## config.mk

```make
export PLATFORM = sky130hd
export DESIGN_NAME = clos_cfg_alloc_flat
export DESIGN_NICKNAME = d
export VERILOG_FILES = /design/src/rtl/clos_cfg_alloc_if.sv /design/src/rtl/clos_cfg_alloc.sv /design/src/flat_wrapper.sv
export SDC_FILE = /design/constraint.sdc
export NUM_CORES = 1
export LEC_CHECK = 0
export CELL_PAD_IN_SITES_DETAIL_PLACEMENT = 1
export CELL_PAD_IN_SITES_GLOBAL_PLACEMENT = 2
export CORE_UTILIZATION = 31
export CTS_CLUSTER_SIZE = 30
export DETAILED_ROUTE_END_ITERATION = 10
export PLACE_DENSITY_LB_ADDON = 0.1
export SLEW_MARGIN = 10
export SYNTH_ARGS = -nofsm -noshare
export SYNTH_HDL_FRONTEND = slang
export SYNTH_SLANG_ARGS = --single-unit
```

## constraint.sdc

```tcl
create_clock -name clk -period 3.13 [get_ports clk]
set_input_delay 0.626 -clock clk [delete_from_list [all_inputs] [get_ports clk]]
set_output_delay 0.626 -clock clk [all_outputs]
set_load 0.05 [all_outputs]
```

## src/rtl/clos_cfg_alloc_if.sv

```systemverilog
// Request/release/response bundle and configuration outputs for clos_cfg_alloc.
// master drives requests; slave is the allocator.
interface clos_cfg_alloc_if #(
    parameter int PN = 5,
    parameter int NN = 2,
    parameter int MN = 2,
    parameter int PW = (PN > 1) ? $clog2(PN) : 1,
    parameter int VW = (NN > 1) ? $clog2(NN) : 1,
    parameter int MW = (MN > 1) ? $clog2(MN) : 1
);
    logic                   req_valid;
    logic                   req_ready;
    logic [PW-1:0]          req_src;
    logic [VW-1:0]          req_vc;
    logic [PW-1:0]          req_dst;
    logic                   rel_valid;
    logic                   rel_ready;
    logic [PW-1:0]          rel_src;
    logic [VW-1:0]          rel_vc;
    logic                   rsp_valid;
    logic                   rsp_ok;
    logic [1:0]             rsp_err;
    logic [MW-1:0]          rsp_cm;
    logic [PN*MN*NN-1:0]    imcfg;
    logic [MN*PN*PN-1:0]    cmcfg;

    modport master (
        output req_valid, req_src, req_vc, req_dst,
        output rel_valid, rel_src, rel_vc,
        input  req_ready, rel_ready,
        input  rsp_valid, rsp_ok, rsp_err, rsp_cm,
        input  imcfg, cmcfg
    );

    modport slave (
        input  req_valid, req_src, req_vc, req_dst,
        input  rel_valid, rel_src, rel_vc,
        output req_ready, rel_ready,
        output rsp_valid, rsp_ok, rsp_err, rsp_cm,
        output imcfg, cmcfg
    );
endinterface

```

## src/rtl/clos_cfg_alloc.sv

```systemverilog
// Path allocator for a PN-port Clos switch: scans MN middle modules for a
// CM with free IM-side and output-side links, keeps IM/CM config registers.
module clos_cfg_alloc #(
    parameter int PN = 5,
    parameter int NN = 2,
    parameter int MN = 2,
    parameter int PW = (PN > 1) ? $clog2(PN) : 1,
    parameter int VW = (NN > 1) ? $clog2(NN) : 1,
    parameter int MW = (MN > 1) ? $clog2(MN) : 1
) (
    input  logic            clk,
    input  logic            rst,
    clos_cfg_alloc_if.slave bus
);

    localparam logic [1:0] IDLE  = 2'd0;
    localparam logic [1:0] CHECK = 2'd1;
    localparam logic [1:0] REL   = 2'd2;
    localparam logic [1:0] RESP  = 2'd3;

    localparam logic [1:0] ERR_NONE = 2'd0;
    localparam logic [1:0] ERR_BUSY = 2'd1;
    localparam logic [1:0] ERR_FULL = 2'd2;

    logic [1:0]    state_q, state_d;
    logic [MW-1:0] m_q, m_d;
    logic [PW-1:0] src_q, src_d;
    logic [VW-1:0] vc_q, vc_d;
    logic [PW-1:0] dst_q, dst_d;

    logic          rsp_valid_q, rsp_valid_d;
    logic          rsp_ok_q, rsp_ok_d;
    logic [1:0]    rsp_err_q, rsp_err_d;
    logic [MW-1:0] rsp_cm_q, rsp_cm_d;

    logic [MN-1:0] im_busy_q [PN];
    logic [MN-1:0] om_busy_q [PN];
    logic          conn_v_q   [PN][NN];
    logic [MW-1:0] conn_cm_q  [PN][NN];
    logic [PW-1:0] conn_dst_q [PN][NN];
    logic [NN-1:0] imcfg_q [PN][MN];
    logic [PN-1:0] cmcfg_q [MN][PN];

    logic          commit;
    logic          clear;
    logic          cm_free;
    logic          conn_hit;
    logic [MW-1:0] rel_cm;
    logic [PW-1:0] rel_dst;

    assign conn_hit = conn_v_q[src_q][vc_q];
    assign rel_cm   = conn_cm_q[src_q][vc_q];
    assign rel_dst  = conn_dst_q[src_q][vc_q];
    assign cm_free  = !im_busy_q[src_q][m_q] && !om_busy_q[dst_q][m_q];

    always_comb begin
        state_d   = state_q;
        m_d       = m_q;
        src_d     = src_q;
        vc_d      = vc_q;
        dst_d     = dst_q;
        rsp_ok_d  = rsp_ok_q;
        rsp_err_d = rsp_err_q;
        rsp_cm_d  = rsp_cm_q;
        commit    = 1'b0;
        clear     = 1'b0;
        unique case (state_q)
            IDLE: begin
                // Release wins when both are offered in the same cycle.
                if (bus.rel_valid) begin
                    src_d   = bus.rel_src;
                    vc_d    = bus.rel_vc;
                    state_d = REL;
                end else if (bus.req_valid) begin
                    src_d   = bus.req_src;
                    vc_d    = bus.req_vc;
                    dst_d   = bus.req_dst;
                    m_d     = '0;
                    state_d = CHECK;
                end
            end
            CHECK: begin
                if (m_q == '0 && conn_hit) begin
                    rsp_ok_d  = 1'b0;
                    rsp_err_d = ERR_BUSY;
                    state_d   = RESP;
                end else if (cm_free) begin
                    commit    = 1'b1;
                    rsp_ok_d  = 1'b1;
                    rsp_err_d = ERR_NONE;
                    rsp_cm_d  = m_q;
                    state_d   = RESP;
                end else if (m_q == MW'(MN - 1)) begin
                    rsp_ok_d  = 1'b0;
                    rsp_err_d = ERR_FULL;
                    state_d   = RESP;
                end else begin
                    m_d = m_q + MW'(1);
                end
            end
            REL: begin
                if (!conn_hit) begin
                    rsp_ok_d  = 1'b0;
                    rsp_err_d = ERR_BUSY;
                end else begin
                    clear     = 1'b1;
                    rsp_ok_d  = 1'b1;
                    rsp_err_d = ERR_NONE;
                    rsp_cm_d  = rel_cm;
                end
                state_d = RESP;
            end
            RESP: state_d = IDLE;
            default: state_d = IDLE;
        endcase
    end

    assign rsp_valid_d = (state_d == RESP);

    always_ff @(posedge clk) begin
        if (rst) begin
            state_q     <= IDLE;
            m_q         <= '0;
            src_q       <= '0;
            vc_q        <= '0;
            dst_q       <= '0;
            rsp_valid_q <= 1'b0;
            rsp_ok_q    <= 1'b0;
            rsp_err_q   <= '0;
            rsp_cm_q    <= '0;
            for (int p = 0; p < PN; p++) begin
                im_busy_q[p] <= '0;
                om_busy_q[p] <= '0;
                for (int v = 0; v < NN; v++) begin
                    conn_v_q[p][v]   <= 1'b0;
                    conn_cm_q[p][v]  <= '0;
                    conn_dst_q[p][v] <= '0;
                end
                for (int m = 0; m < MN; m++) begin
                    imcfg_q[p][m] <= '0;
                end
            end
            for (int m = 0; m < MN; m++) begin
                for (int o = 0; o < PN; o++) begin
                    cmcfg_q[m][o] <= '0;
                end
            end
        end else begin
            state_q     <= state_d;
            m_q         <= m_d;
            src_q       <= src_d;
            vc_q        <= vc_d;
            dst_q       <= dst_d;
            rsp_valid_q <= rsp_valid_d;
            rsp_ok_q    <= rsp_ok_d;
            rsp_err_q   <= rsp_err_d;
            rsp_cm_q    <= rsp_cm_d;
            if (commit) begin
                im_busy_q[src_q][m_q]         <= 1'b1;
                om_busy_q[dst_q][m_q]         <= 1'b1;
                conn_v_q[src_q][vc_q]         <= 1'b1;
                conn_cm_q[src_q][vc_q]        <= m_q;
                conn_dst_q[src_q][vc_q]       <= dst_q;
                imcfg_q[src_q][m_q][vc_q]     <= 1'b1;
                cmcfg_q[m_q][dst_q][src_q]    <= 1'b1;
            end
            if (clear) begin
                im_busy_q[src_q][rel_cm]      <= 1'b0;
                om_busy_q[rel_dst][rel_cm]    <= 1'b0;
                conn_v_q[src_q][vc_q]         <= 1'b0;
                imcfg_q[src_q][rel_cm][vc_q]  <= 1'b0;
                cmcfg_q[rel_cm][rel_dst][src_q] <= 1'b0;
            end
        end
    end

    assign bus.req_ready = (state_q == IDLE) && !bus.rel_valid;
    assign bus.rel_ready = (state_q == IDLE);
    assign bus.rsp_valid = rsp_valid_q;
    assign bus.rsp_ok    = rsp_ok_q;
    assign bus.rsp_err   = rsp_err_q;
    assign bus.rsp_cm    = rsp_cm_q;

    for (genvar p = 0; p < PN; p++) begin : g_im
        for (genvar m = 0; m < MN; m++) begin : g_m
            assign bus.imcfg[(p*MN+m)*NN +: NN] = imcfg_q[p][m];
        end
    end

    for (genvar m = 0; m < MN; m++) begin : g_cm
        for (genvar o = 0; o < PN; o++) begin : g_o
            assign bus.cmcfg[(m*PN+o)*PN +: PN] = cmcfg_q[m][o];
        end
    end

endmodule

```

## src/flat_wrapper.sv

```systemverilog
// flat-port wrapper written by rule: the top's interface ports become plain ports
module clos_cfg_alloc_flat 
#(
    parameter int PN = 5,
    parameter int NN = 2,
    parameter int MN = 2,
    parameter int PW = (PN > 1) ? $clog2(PN) : 1,
    parameter int VW = (NN > 1) ? $clog2(NN) : 1,
    parameter int MW = (MN > 1) ? $clog2(MN) : 1
)
  (clk, rst, bus_req_valid, bus_req_src, bus_req_vc, bus_req_dst, bus_rel_valid, bus_rel_src, bus_rel_vc, bus_req_ready, bus_rel_ready, bus_rsp_valid, bus_rsp_ok, bus_rsp_err, bus_rsp_cm, bus_imcfg, bus_cmcfg);
  clos_cfg_alloc_if #(.PN(PN), .NN(NN), .MN(MN), .PW(PW), .VW(VW), .MW(MW)) bus_i ();
  input  logic clk;
  input  logic rst;
  input wire logic [$bits(bus_i.req_valid)-1:0] bus_req_valid;
  input wire logic [$bits(bus_i.req_src)-1:0] bus_req_src;
  input wire logic [$bits(bus_i.req_vc)-1:0] bus_req_vc;
  input wire logic [$bits(bus_i.req_dst)-1:0] bus_req_dst;
  input wire logic [$bits(bus_i.rel_valid)-1:0] bus_rel_valid;
  input wire logic [$bits(bus_i.rel_src)-1:0] bus_rel_src;
  input wire logic [$bits(bus_i.rel_vc)-1:0] bus_rel_vc;
  output wire logic [$bits(bus_i.req_ready)-1:0] bus_req_ready;
  output wire logic [$bits(bus_i.rel_ready)-1:0] bus_rel_ready;
  output wire logic [$bits(bus_i.rsp_valid)-1:0] bus_rsp_valid;
  output wire logic [$bits(bus_i.rsp_ok)-1:0] bus_rsp_ok;
  output wire logic [$bits(bus_i.rsp_err)-1:0] bus_rsp_err;
  output wire logic [$bits(bus_i.rsp_cm)-1:0] bus_rsp_cm;
  output wire logic [$bits(bus_i.imcfg)-1:0] bus_imcfg;
  output wire logic [$bits(bus_i.cmcfg)-1:0] bus_cmcfg;
  assign bus_i.req_valid = bus_req_valid;
  assign bus_i.req_src = bus_req_src;
  assign bus_i.req_vc = bus_req_vc;
  assign bus_i.req_dst = bus_req_dst;
  assign bus_i.rel_valid = bus_rel_valid;
  assign bus_i.rel_src = bus_rel_src;
  assign bus_i.rel_vc = bus_rel_vc;
  assign bus_req_ready = bus_i.req_ready;
  assign bus_rel_ready = bus_i.rel_ready;
  assign bus_rsp_valid = bus_i.rsp_valid;
  assign bus_rsp_ok = bus_i.rsp_ok;
  assign bus_rsp_err = bus_i.rsp_err;
  assign bus_rsp_cm = bus_i.rsp_cm;
  assign bus_imcfg = bus_i.imcfg;
  assign bus_cmcfg = bus_i.cmcfg;
  clos_cfg_alloc #(.PN(PN), .NN(NN), .MN(MN), .PW(PW), .VW(VW), .MW(MW)) u_core (.clk(clk), .rst(rst), .bus(bus_i));
endmodule
```

Yosys cells after proc, flatten, opt, wreduce, memory -nomap -nowiden
Memory sizes are Yosys's and may differ from the RTL's. A register that Yosys moved wholly into a read port is not among the register bits.
Index checks and enable logic that the tools add are counted.
Widths: inputs -> output; s select.
- register bits: 15
- memory bits (writable): 140
- input bits: 15
- output and inout port bits: 77
- memories kept: 7
- memory list (memory ; depth ; width ; read ports ; clocked after memory_dff ; wr ports ; line ; text):
    u_core.cmcfg_q ; 2 ; 25 ; 2 ; 0 ; 2 ; clos_cfg_alloc.sv:42 ; logic [PN-1:0] cmcfg_q [MN][PN];
    u_core.conn_dst_q ; 5 ; 6 ; 1 ; 1 ; 5 ; clos_cfg_alloc.sv:40 ; logic [PW-1:0] conn_dst_q [PN][NN];
    u_core.imcfg_q ; 5 ; 4 ; 5 ; 0 ; 5 ; clos_cfg_alloc.sv:41 ; logic [NN-1:0] imcfg_q [PN][MN];
    u_core.conn_cm_q ; 5 ; 2 ; 1 ; 1 ; 5 ; clos_cfg_alloc.sv:39 ; logic [MW-1:0] conn_cm_q [PN][NN];
    u_core.conn_v_q ; 5 ; 2 ; 1 ; 1 ; 5 ; clos_cfg_alloc.sv:38 ; logic conn_v_q [PN][NN];
    u_core.im_busy_q ; 5 ; 2 ; 1 ; 1 ; 5 ; clos_cfg_alloc.sv:36 ; logic [MN-1:0] im_busy_q [PN];
    +1 memories ; - ; - ; - ; - ; - ; - ;
- add/subtract/negate cells: 1
- $lt $le $gt $ge: 18
- equal/unequal tests: 11
- muxes and demuxes: 127
- bitwise operators: 15
- reduce and logical (&&, ||, !) cells: 33
- operator list (kind ; number):
    $mux 25 ; 6
    $mux 3 ; 23
    $mux 1 ; 50
    $reduce_or 25->1 ; 2
    $mux 2 ; 24
    $demux 5 s3 ; 2
    $mux 6 ; 3
    $mux 4 ; 4
    $logic_and 1x1->1 ; 12
    $mux 5 ; 2
    $reduce_or 2->1 ; 5
    $ge 4x4->1 const B ; 2
    $lt 4x1->1 const B ; 2
    $ne 2x2->1 const B ; 4
    $not 3->4 ; 2
    $or 1x1->1 ; 8
    $pmux 2 s4 ; 1
    $eq 2x2->1 const B ; 3
    $ge 2x2->1 const B ; 3
    $lt 1x2->1 const B ; 3
    $lt 2x1->1 const B ; 3
    $not 1->2 ; 3
    $pmux 1 s2 ; 3
    $reduce_bool 2->1 ; 3
    other kinds (21) ; 32

Logic depth before layout (Yosys ltp)
Gate-level depths: netlist (run 1).
- depth after elaboration: 13
- depth in mapped cells: 14
- mapped depth without buffers: 11

Worst setup path after synthesis (run 1)
OpenSTA, ideal clock, no wires.
- path type: register to register
- start: reg with a tool-made name
- end: mem u_core.conn_cm_q[2][0] (netlist name) (enable)
- library setup time: 0.361 ns
- arrival: 2.748 ns
- required time: 2.769 ns
- path slack: 0.020 ns
- stages on the path, launching flop included: 11
- path buffers: 3
- clock period less this slack: 3.110 ns
- path through: dfxtp_1 buf_6 mux4_2 mux2_2 or3_1 a21oi_4 and2_1 buf_4 buf_4 nand2_1 o21ai_0
- RTL lines (item ; line):
    to (decl) ; clos_cfg_alloc.sv:39

==> run summary, run 1 <==
Clock latency on the worst-skew pair, taken at its later pin, is 0.55 ns. Once layout is done, the placed cells without fillers occupy 0.0138 mm2. The most common library cell in the layout ignoring fill and taps was edfxtp_1. The total global-route track usage was 22.0%.

Dividing the detail-routed wire length by the instance count gives 24.0 um. The minimum clock period after layout is 3.17 ns. The number of levels the H-tree was split into came out at 1. The cell count after synthesis came out at 879. The logs give 0 for the max capacitance violation total and 3323 for the count of fill cells added during filler insertion. In the layout the commonest cells are edfxtp_1 (182), nor2_1 (141), buf_4 (138).

VDD sags by at most 0.487 mV. For the worst setup path, the data required time is 3.36 ns. 92 I/O pins were placed. The die is 182 um wide.

For this block, the via count after detailed routing is 8066. The number of vias per cell was 5.34. The average cell area after synthesis was 11.4 um2.

TritonCTS built the clock tree. For the met1 routing resource usage after global routing, the log shows 27.4%. Counting every sink on the clock net gives 203. The run finished, with violations left. Hold is met by 0.457 ns. The die is 182 um tall. The post-route clock skew is 0.0171 ns, and the number of buffers added by the clock tree synthesis step is 25. Synthesized flop and latch total: 203. At the end of routability-driven placement, the weighted congestion stood at 0.828. For the pin with the worst max-slew slack, the measured transition is 0.717 ns. Of the post-synthesis cell area, the dominant cell type holds 54.6%.

The maximum count of clock buffers along a single path came out at 3. Once the floorplan was initialized, standard cells occupied 31.7% of the core. The total half-perimeter wirelength after legalization and detailed placement was 26400 um; the number of violations reported at the end of detailed-routing iteration 0 was 471.

The post-route netlist has 30.4% of its cells at a drive strength greater than 1. The tools report the cell chosen for the clock root as clkbuf_16. Synthesis produced a netlist with a net count of 897. Post-CTS clock slew at the launch and capture registers of the worst setup and hold paths: 0.06 ns. The number of max-slew violations in the final report is 0. The number of distinct library cells after synthesis was 69; the number of placed instances, taps included was 1442. The critical path launch point type was a flop. The run gives 8703 as the number of global-route vias before repair. The class of the most critical setup path was reg2reg. After global routing the overflow that remains totals 0. Most area-hungry cell type in the Yosys netlist: edfxtp_1. The worst pin sits at a relative slew slack of 51.9%.

The tools report the final routed wirelength across all metal layers as 36200 um. At the end of the flow the core is filled with cells to 43.6%. The first detailed-routing pass took 4 iterations. In the finished design, the share of the clock period the worst path needs comes to 101%. The tools report the count of antenna-violating nets left after detailed routing as 0. Number of warnings reported in the yosys synthesis log: 0. In this run, synthesis inferred 182 flip-flops with an integrated enable. Ranked by total cell area, the synthesized netlist is headed by edfxtp_1 (55%), nor2_1 (5.8%), dfxtp_1 (4.2%). Setup repair after global routing could not meet its margin everywhere.

STA classifies the critical path endpoint as a flop. Global routing consumed, on the met2 layer, 38.9% of the routing resources. Row generation in the floorplan step produced 65 rows. The run gives 0 as the hold violation count in the final report. The met3 track demand over resource in global routing is 3.63%.

In the routed design, unresolved DRC markers number 0. The maximum fanout along the worst path was 5. The total inserted antenna cells was 0. Summed over all cells, the static leakage comes to 4.80 nW. Of all flip-flops after synthesis, the portion carrying an async set or reset was 0%. Summing internal, switching and leakage power gives 0.0111 W. Entering global routing, the biggest net connects 63 pins.

For the peak clock frequency supported by timing, the log shows 0.315 GHz. The run gives -0.0398 ns as the worst-case setup margin in the final layout. The checks that failed: negative setup slack.

The tools report the cell area after synthesis as 0.0100 mm2. For the initial antenna violation count, the log shows 0. The final layout contains 1109 nets. Setup violations remaining at the end of the flow were counted as 3.

The arrival time of the worst setup path came out at 3.40 ns. The run gives 58.8% as the sequential cell area fraction in the yosys report. The worst hold path belongs to the class reg2reg.

The most used flip-flop cell after synthesis is edfxtp_1. In this run the power density over the cells is 804 mW/mm2. The most crowded layer after global routing was met2. The tools report the post-route non-filler standard cell count as 1510. The run gives 54300 um as the global-route wire length before repair.

The quantity of I/O buffers inserted on ports works out to 91. The synthesis-to-finish area growth is 37.9%. In this run the standard cell core region covers 0.0316 mm2. The floorplan step defined a die boundary enclosing 0.0330 mm2. The tools report the cell area reported after detailed placement as 0.0122 mm2.
flip-flops by register name, summed over array words and instances (netlist names), 3 cells and up, named ones only:
signal,flops
u_core.cmcfg_q,50
u_core.conn_dst_q,48
u_core.imcfg_q,20
u_core.conn_cm_q,16
u_core.conn_v_q,16
u_core.im_busy_q,16
u_core.om_busy_q,16
u_core.dst_q,3
u_core.src_q,3
where the power goes:
| part | total, W | internal [W] | leakage [nW] | switching, W |
|---|---|---|---|---|
| sequential | 0.00337 | 0.00321 | 1.95 | 0.000164 |
| clock | 0.00279 | 0.00164 | 0.376 | 0.00115 |
| combinational | 0.00494 | 0.00195 | 2.47 | 0.00299 |
kinds of logic after synthesis:
family | synth area share [%]
mux | 8.42
flops | 58.8
buf+inv | 4.15
simple gates | 16.9
compound gates | 11.4
fa+ha+maj | 0.375
area by class of cell:
| cell class | instances | area [um2] | area share (%) |
|---|---|---|---|
| Clock buffer | 33 | 656 | 4.75 |
| Clock inverter | 11 | 119 | 0.861 |
| Inverter | 11 | 46.3 | 0.335 |
| Multi-Input combinational cell | 593 | 4180 | 30.3 |
| Sequential cell | 203 | 5890 | 42.7 |
| Tap cell | 402 | 503 | 3.64 |
| Timing Repair Buffer | 257 | 2410 | 17.5 |
cells in the mapped netlist, types with 3 or more instances:
cell / number
nor3_1: 53
a221oi_1: 6
a31oi_1: 12
a211oi_1: 4
mux4_2: 16
mux2_2: 4
o31ai_1: 5
a22oi_1: 4
o41a_1: 3
mux2_1: 4
buf_2: 13
mux4_1: 10
dfxtp_1: 21
clkbuf_1: 42
o31ai_2: 8
nor4_1: 9
mux2i_1: 13
ha_1: 3
buf_1: 4
nand3_1: 22
nand2_1: 101
and3_1: 7
buf_4: 6
or3_1: 5
nand3_2: 3
nand2b_1: 5
edfxtp_1: 182
o21ai_1: 13
and2_1: 4
o21ai_0: 43
a21oi_1: 37
nor2b_1: 4
inv_1: 8
nor2_1: 154
buf_6: 5
path summary, 6_finish.rpt:
check / startpoint / slack, ns / endpoint / cells after the start
min: u_core.bus.rsp_err[1]$_SDFFE_PP0P_ / 0.46 / u_core.bus.rsp_err[1]$_SDFFE_PP0P_ / 2
max: flop / -0.04 / u_core.cmcfg_q[1][23]$_SDFFCE_PN0P_ / 14
max reg2reg: flop / -0.04 / u_core.cmcfg_q[1][23]$_SDFFCE_PN0P_ / 14
min reg2reg: u_core.bus.rsp_err[1]$_SDFFE_PP0P_ / 0.46 / u_core.bus.rsp_err[1]$_SDFFE_PP0P_ / 2
per-layer routing:
layer / share of wire, % / vias up
met2: 50 / 229
li1: - / 3681
met3: 4.7 / 55
met4: 2.8 / 0
met5: 0 / -
met1: 42 / 4101
metrics by stage:
| step | worst slack, ns | setup TNS, ns |
|---|---|---|
| floorplan | 0.0204 | 0 |
| detailed placement | -0.312 | -17.26 |
| CTS | -0.0340 | -0.321 |
| finish | -0.0398 | -0.0663 |
| global placement | -0.325 | -8.99 |
| global route | -0.126 | -3.17 |
critical path, cell delays in order (launching register included):
cell       delay (ns)
dfxtp_4          0.39
buf_12           0.12
buf_8            0.10
mux4_2           0.51
nand2_2          0.09
and4_4           0.30
buf_6            0.13
a31oi_4          0.09
o2111ai_4        0.25
buf_4            0.16
and2_4           0.14
buf_6            0.11
o21ai_4          0.08
buf_8            0.16
o31ai_4          0.22
timing repair:
action	4_1_cts	5_1_grt
cloned	1	2
resized for setup	62	85
pin swaps	20	24
setup buffers	11	10
endpoints found under the setup margin	191	178
hold buffers	0	0
No activity file was read; power rests on OpenSTA's default activity.
==> run 2, diff against run 1 <==
--- a/config.mk
+++ b/config.mk
@@ -7,7 +7,8 @@
 export LEC_CHECK = 0
 export CELL_PAD_IN_SITES_DETAIL_PLACEMENT = 1
 export CELL_PAD_IN_SITES_GLOBAL_PLACEMENT = 2
-export CORE_UTILIZATION = 31
+export CORE_ASPECT_RATIO = 0.8
+export CORE_UTILIZATION = 35
 export CTS_CLUSTER_SIZE = 30
 export DETAILED_ROUTE_END_ITERATION = 10
 export PLACE_DENSITY_LB_ADDON = 0.1
==> run summary, run 2 (synthesized netlist as in run 1, its figures left out) <==
The flip-flop count of the largest register, all copies and words added is 50 (unchanged), and the total vias in the final route is 8127 (was 8066). The die height is 153 um (was 182 um), and the worst relative slew slack is 43.7% (was 51.9%). The logs give 54 (was 65) for the number of core rows and 203 (unchanged) for the TritonCTS sink count. Path depth of the worst reg2reg path: 12 (was 14).

Maximum count of clock buffers along a single path: 3 (unchanged). Largest net degree at the start of global routing: 75 (was 63). Class of the most critical setup path: reg2reg (unchanged). Total die area: 0.0293 mm2 (was 0.0330 mm2). The run gives 36200 um (about the same) as the final routed wirelength across all metal layers. The total congestion overflow is 0 (unchanged).

The cell-internal power was 0.00683 W (was 0.00679 W). Leading cell types in the layout, fill and taps excluded: edfxtp_1 (182), nor2_1 (137), buf_4 (108) (was edfxtp_1 (182), nor2_1 (141), buf_4 (138)). The worst-case setup margin in the final layout was -0.0255 ns (was -0.0398 ns); the average wire length per cell after detail routing was 25.1 um (was 24.0 um). The launch point of the worst hold path is u_core.bus.rsp_err[1]$_SDFFE_PP0P_ (unchanged). The tools report the switching power summed over all nets as 0.00432 W (was 0.00430 W). Slew of the pin with the lowest slew margin: 0.845 ns (was 0.717 ns).

The portion of total power attributed to combinational logic is 43.2% (was 44.5%), and the hold violation count in the final report is 0 (unchanged). The run gives -0.0779 ns (was -0.0663 ns) as the total negative setup slack. The effective utilization at floorplan came out at 36.2% (was 31.7%).

The count of antenna-violating nets left after detailed routing is 0 (unchanged), and the fraction of the cycle the final worst path needs is 101% (about the same). The total global-route track usage is 24.2% (was 22.0%), and the worst slack at placement is -0.390 ns (was -0.312 ns). Path category of the worst min-delay check: reg2reg (unchanged). Cell chosen for the clock root: clkbuf_16 (unchanged). Setup repair after global routing could not meet its margin everywhere. The tools report the critical path launch point type as a flop (unchanged). The arrival time of the worst setup path was 3.39 ns (was 3.40 ns). Final count of negative-setup-slack endpoints: 7 (was 3). Biggest regs: u_core.cmcfg_q: 50 flops, u_core.conn_dst_q: 48 flops, u_core.imcfg_q: 20 flops (unchanged).

Kind of end point of the critical path: a flop (unchanged). The tools report the clock latency of the later-clocked register in the worst-skew pair as 0.53 ns (was 0.55 ns). For the total half-perimeter wirelength after legalization and detailed placement, the log shows 25600 um (was 26400 um).

Worst slack on hold paths: 0.476 ns (was 0.457 ns). TritonCTS built the clock tree. The minimum clock period after layout was 3.16 ns (was 3.17 ns); the number of vias per cell was 5.63 (was 5.34). The net switching fraction of the power is 38.7% (was 38.8%), and the final net count is 1080 (was 1109). The logs give 0 (unchanged) for the number of remaining DRC errors and 4.69 nW (was 4.80 nW) for the total leakage power. The post-route clock skew is 0.00821 ns (was 0.0171 ns).

The tools report the number of max-slew violations in the final report as 0 (unchanged). The peak clock frequency supported by timing is 0.317 GHz (was 0.315 GHz), and the post-CTS clock slew at the launch and capture registers of the worst setup and hold paths is 0.06 ns (about the same). The relative contribution of the clock network to total power is 26.6% (was 25.2%).

The register area was 0.00589 mm2 (about the same); the number of global-route vias before repair was 8362 (was 8703). The logs give 0 (unchanged) for the max capacitance violation total and 0.0277 mm2 (was 0.0316 mm2) for the placeable core region. The number of buffers added by the clock tree synthesis step was 24 (was 25). Quantity of I/O buffers inserted on ports: 91 (unchanged). For the initial antenna violation count, the log shows 0 (unchanged).

The tools report the area taken by multi-input logic gates as 0.00426 mm2 (was 0.00418 mm2). The register bank with the most flops was u_core.cmcfg_q (unchanged). Capture instance of the worst register-to-register path: u_core.cmcfg_q[1][0]$_DFFE_PP_ (was u_core.cmcfg_q[1][23]$_SDFFCE_PN0P_). The register-to-register setup slack is -0.03 ns (was -0.04 ns).

The required time of the critical path was 3.36 ns (about the same). The run finished, with violations left. The maximum fanout along the worst path was 14 (was 5); the worst ir drop on vdd was 0.514 mV (was 0.487 mV).

Die outline width: 191 um (was 182 um). The tools report the total inserted antenna cells as 0 (unchanged). Power density of the placed cells: 812 mW/mm2 (was 804 mW/mm2). The proportion of power drawn by flip-flops and latches is 30.2% (was 30.4%), and the number of violations reported at the end of detailed-routing iteration 0 is 613 (was 471). The synthesis-to-finish area growth was 37.1% (was 37.9%); the global-route wire length before repair was 52900 um (was 54300 um). Global placement routability congestion: 0.892 (was 0.828).

The instance count along the most critical hold path is 2 (unchanged). Most common library cell in the layout ignoring fill and taps: edfxtp_1 (unchanged). The share of cells above drive strength 1 came out at 28.7% (was 30.4%). The logs give 5 (was 4) for the detailed-routing iteration count for the pre-antenna-repair pass and 1 (unchanged) for the number of levels the H-tree was split into. Failing checks: negative setup slack (unchanged). The tools report the number of I/O pins as 92 (unchanged). The worst min-delay path endpoint is u_core.bus.rsp_err[1]$_SDFFE_PP0P_ (unchanged).

The tools report the count of fill cells added during filler insertion as 2899 (was 3323).
==> run 2: cell types whose count changed in the layout (fill, tap and decap cells not counted), sizes merged <==
cell and change:
inv -1, clkinvlp +3, clkbuf +1, buf -30, clkinv -4, o21a +2
bufbuf -1, bufinv +2
==> run 2: power by group through the flow <==
stage	logic [W]	registers [W]	clock network (W)
5_1_grt	0.00506	0.00339	0.00310
2_1_floorplan	0.00206	0.00374	0
6_report	0.00482	0.00337	0.00297
3_5_place_dp	0.00412	0.00341	0
3_3_place_gp	0.00407	0.00340	0
4_1_cts	0.00434	0.00336	0.00302
==> run 2: what timing repair did <==
item	in CTS	in global routing
buffers inserted	7	8
pin swaps	13	33
gates resized for setup	36	108
hold endpoints to repair	0	0
hold buffers	0	0
gates cloned	2	3
setup endpoints to repair	217	201
==> run 2: worst max path at each step <==
stage / from / end / slack [ns] / depth (start not counted)
finish: flop / u_core.cmcfg_q[1][0]$_DFFE_PP_ / -0.03 / 12
global route: flop / u_core.cmcfg_q[0][3]$_SDFFCE_PN0P_ / -0.13 / 13
CTS: flop / u_core.conn_dst_q[3][1]$_SDFFCE_PN0P_ / -0.04 / 11
detailed placement: flop / u_core.cmcfg_q[0][6]$_SDFFCE_PN0P_ / -0.39 / 10
global placement: flop / u_core.cmcfg_q[0][6]$_SDFFCE_PN0P_ / -0.39 / 10
floorplan: flop / u_core.conn_cm_q[2][0]$_SDFFCE_PN0P_ / 0.02 / 10
==> run 2: layout make-up <==
type	count	area share, %
timing repair buffer	227	16.4
multi-input combinational	595	31.1
clock buffer	33	4.85
tap	364	3.32
inverter	11	0.328
sequential	203	42.9
clock inverter	11	1.17
==> run 2: routing by layer <==
layer | part of all wire, % | track usage, % | routed length (um)
met1 | 48 | 36.1 | 17400
met2 | 44 | 36.5 | 16000
met3 | 5.9 | 4.23 | 2140
met4 | 1.9 | 5.52 | 693
met5 | 0 | 0 | 0
==> run 2: worst max-delay path, stage by stage (launching register included) <==
cell,delay (ns)
dfxtp_4,0.37
buf_12,0.16
mux4_2,0.56
o21bai_4,0.26
and2_4,0.21
nor3_2,0.05
a211oi_2,0.29
buf_4,0.19
and2_4,0.21
o21ai_4,0.12
buf_12,0.15
buf_12,0.14
nor2_2,0.14
==> run 2: stage by stage <==
step / util (%) / area, um2 / power [W] / instances
final: 49.6 / 13700 / 0.0111 / 1444
after global routing: 49.6 / 13700 / 0.0115 / 1444
after CTS: 47.4 / 13100 / 0.0107 / 1433
after detailed placement: 43.7 / 12100 / 0.00752 / 1381
after global placement: 43.7 / 12100 / 0.00747 / 1381
after floorplan: - / 10000 / 0.00579 / 879
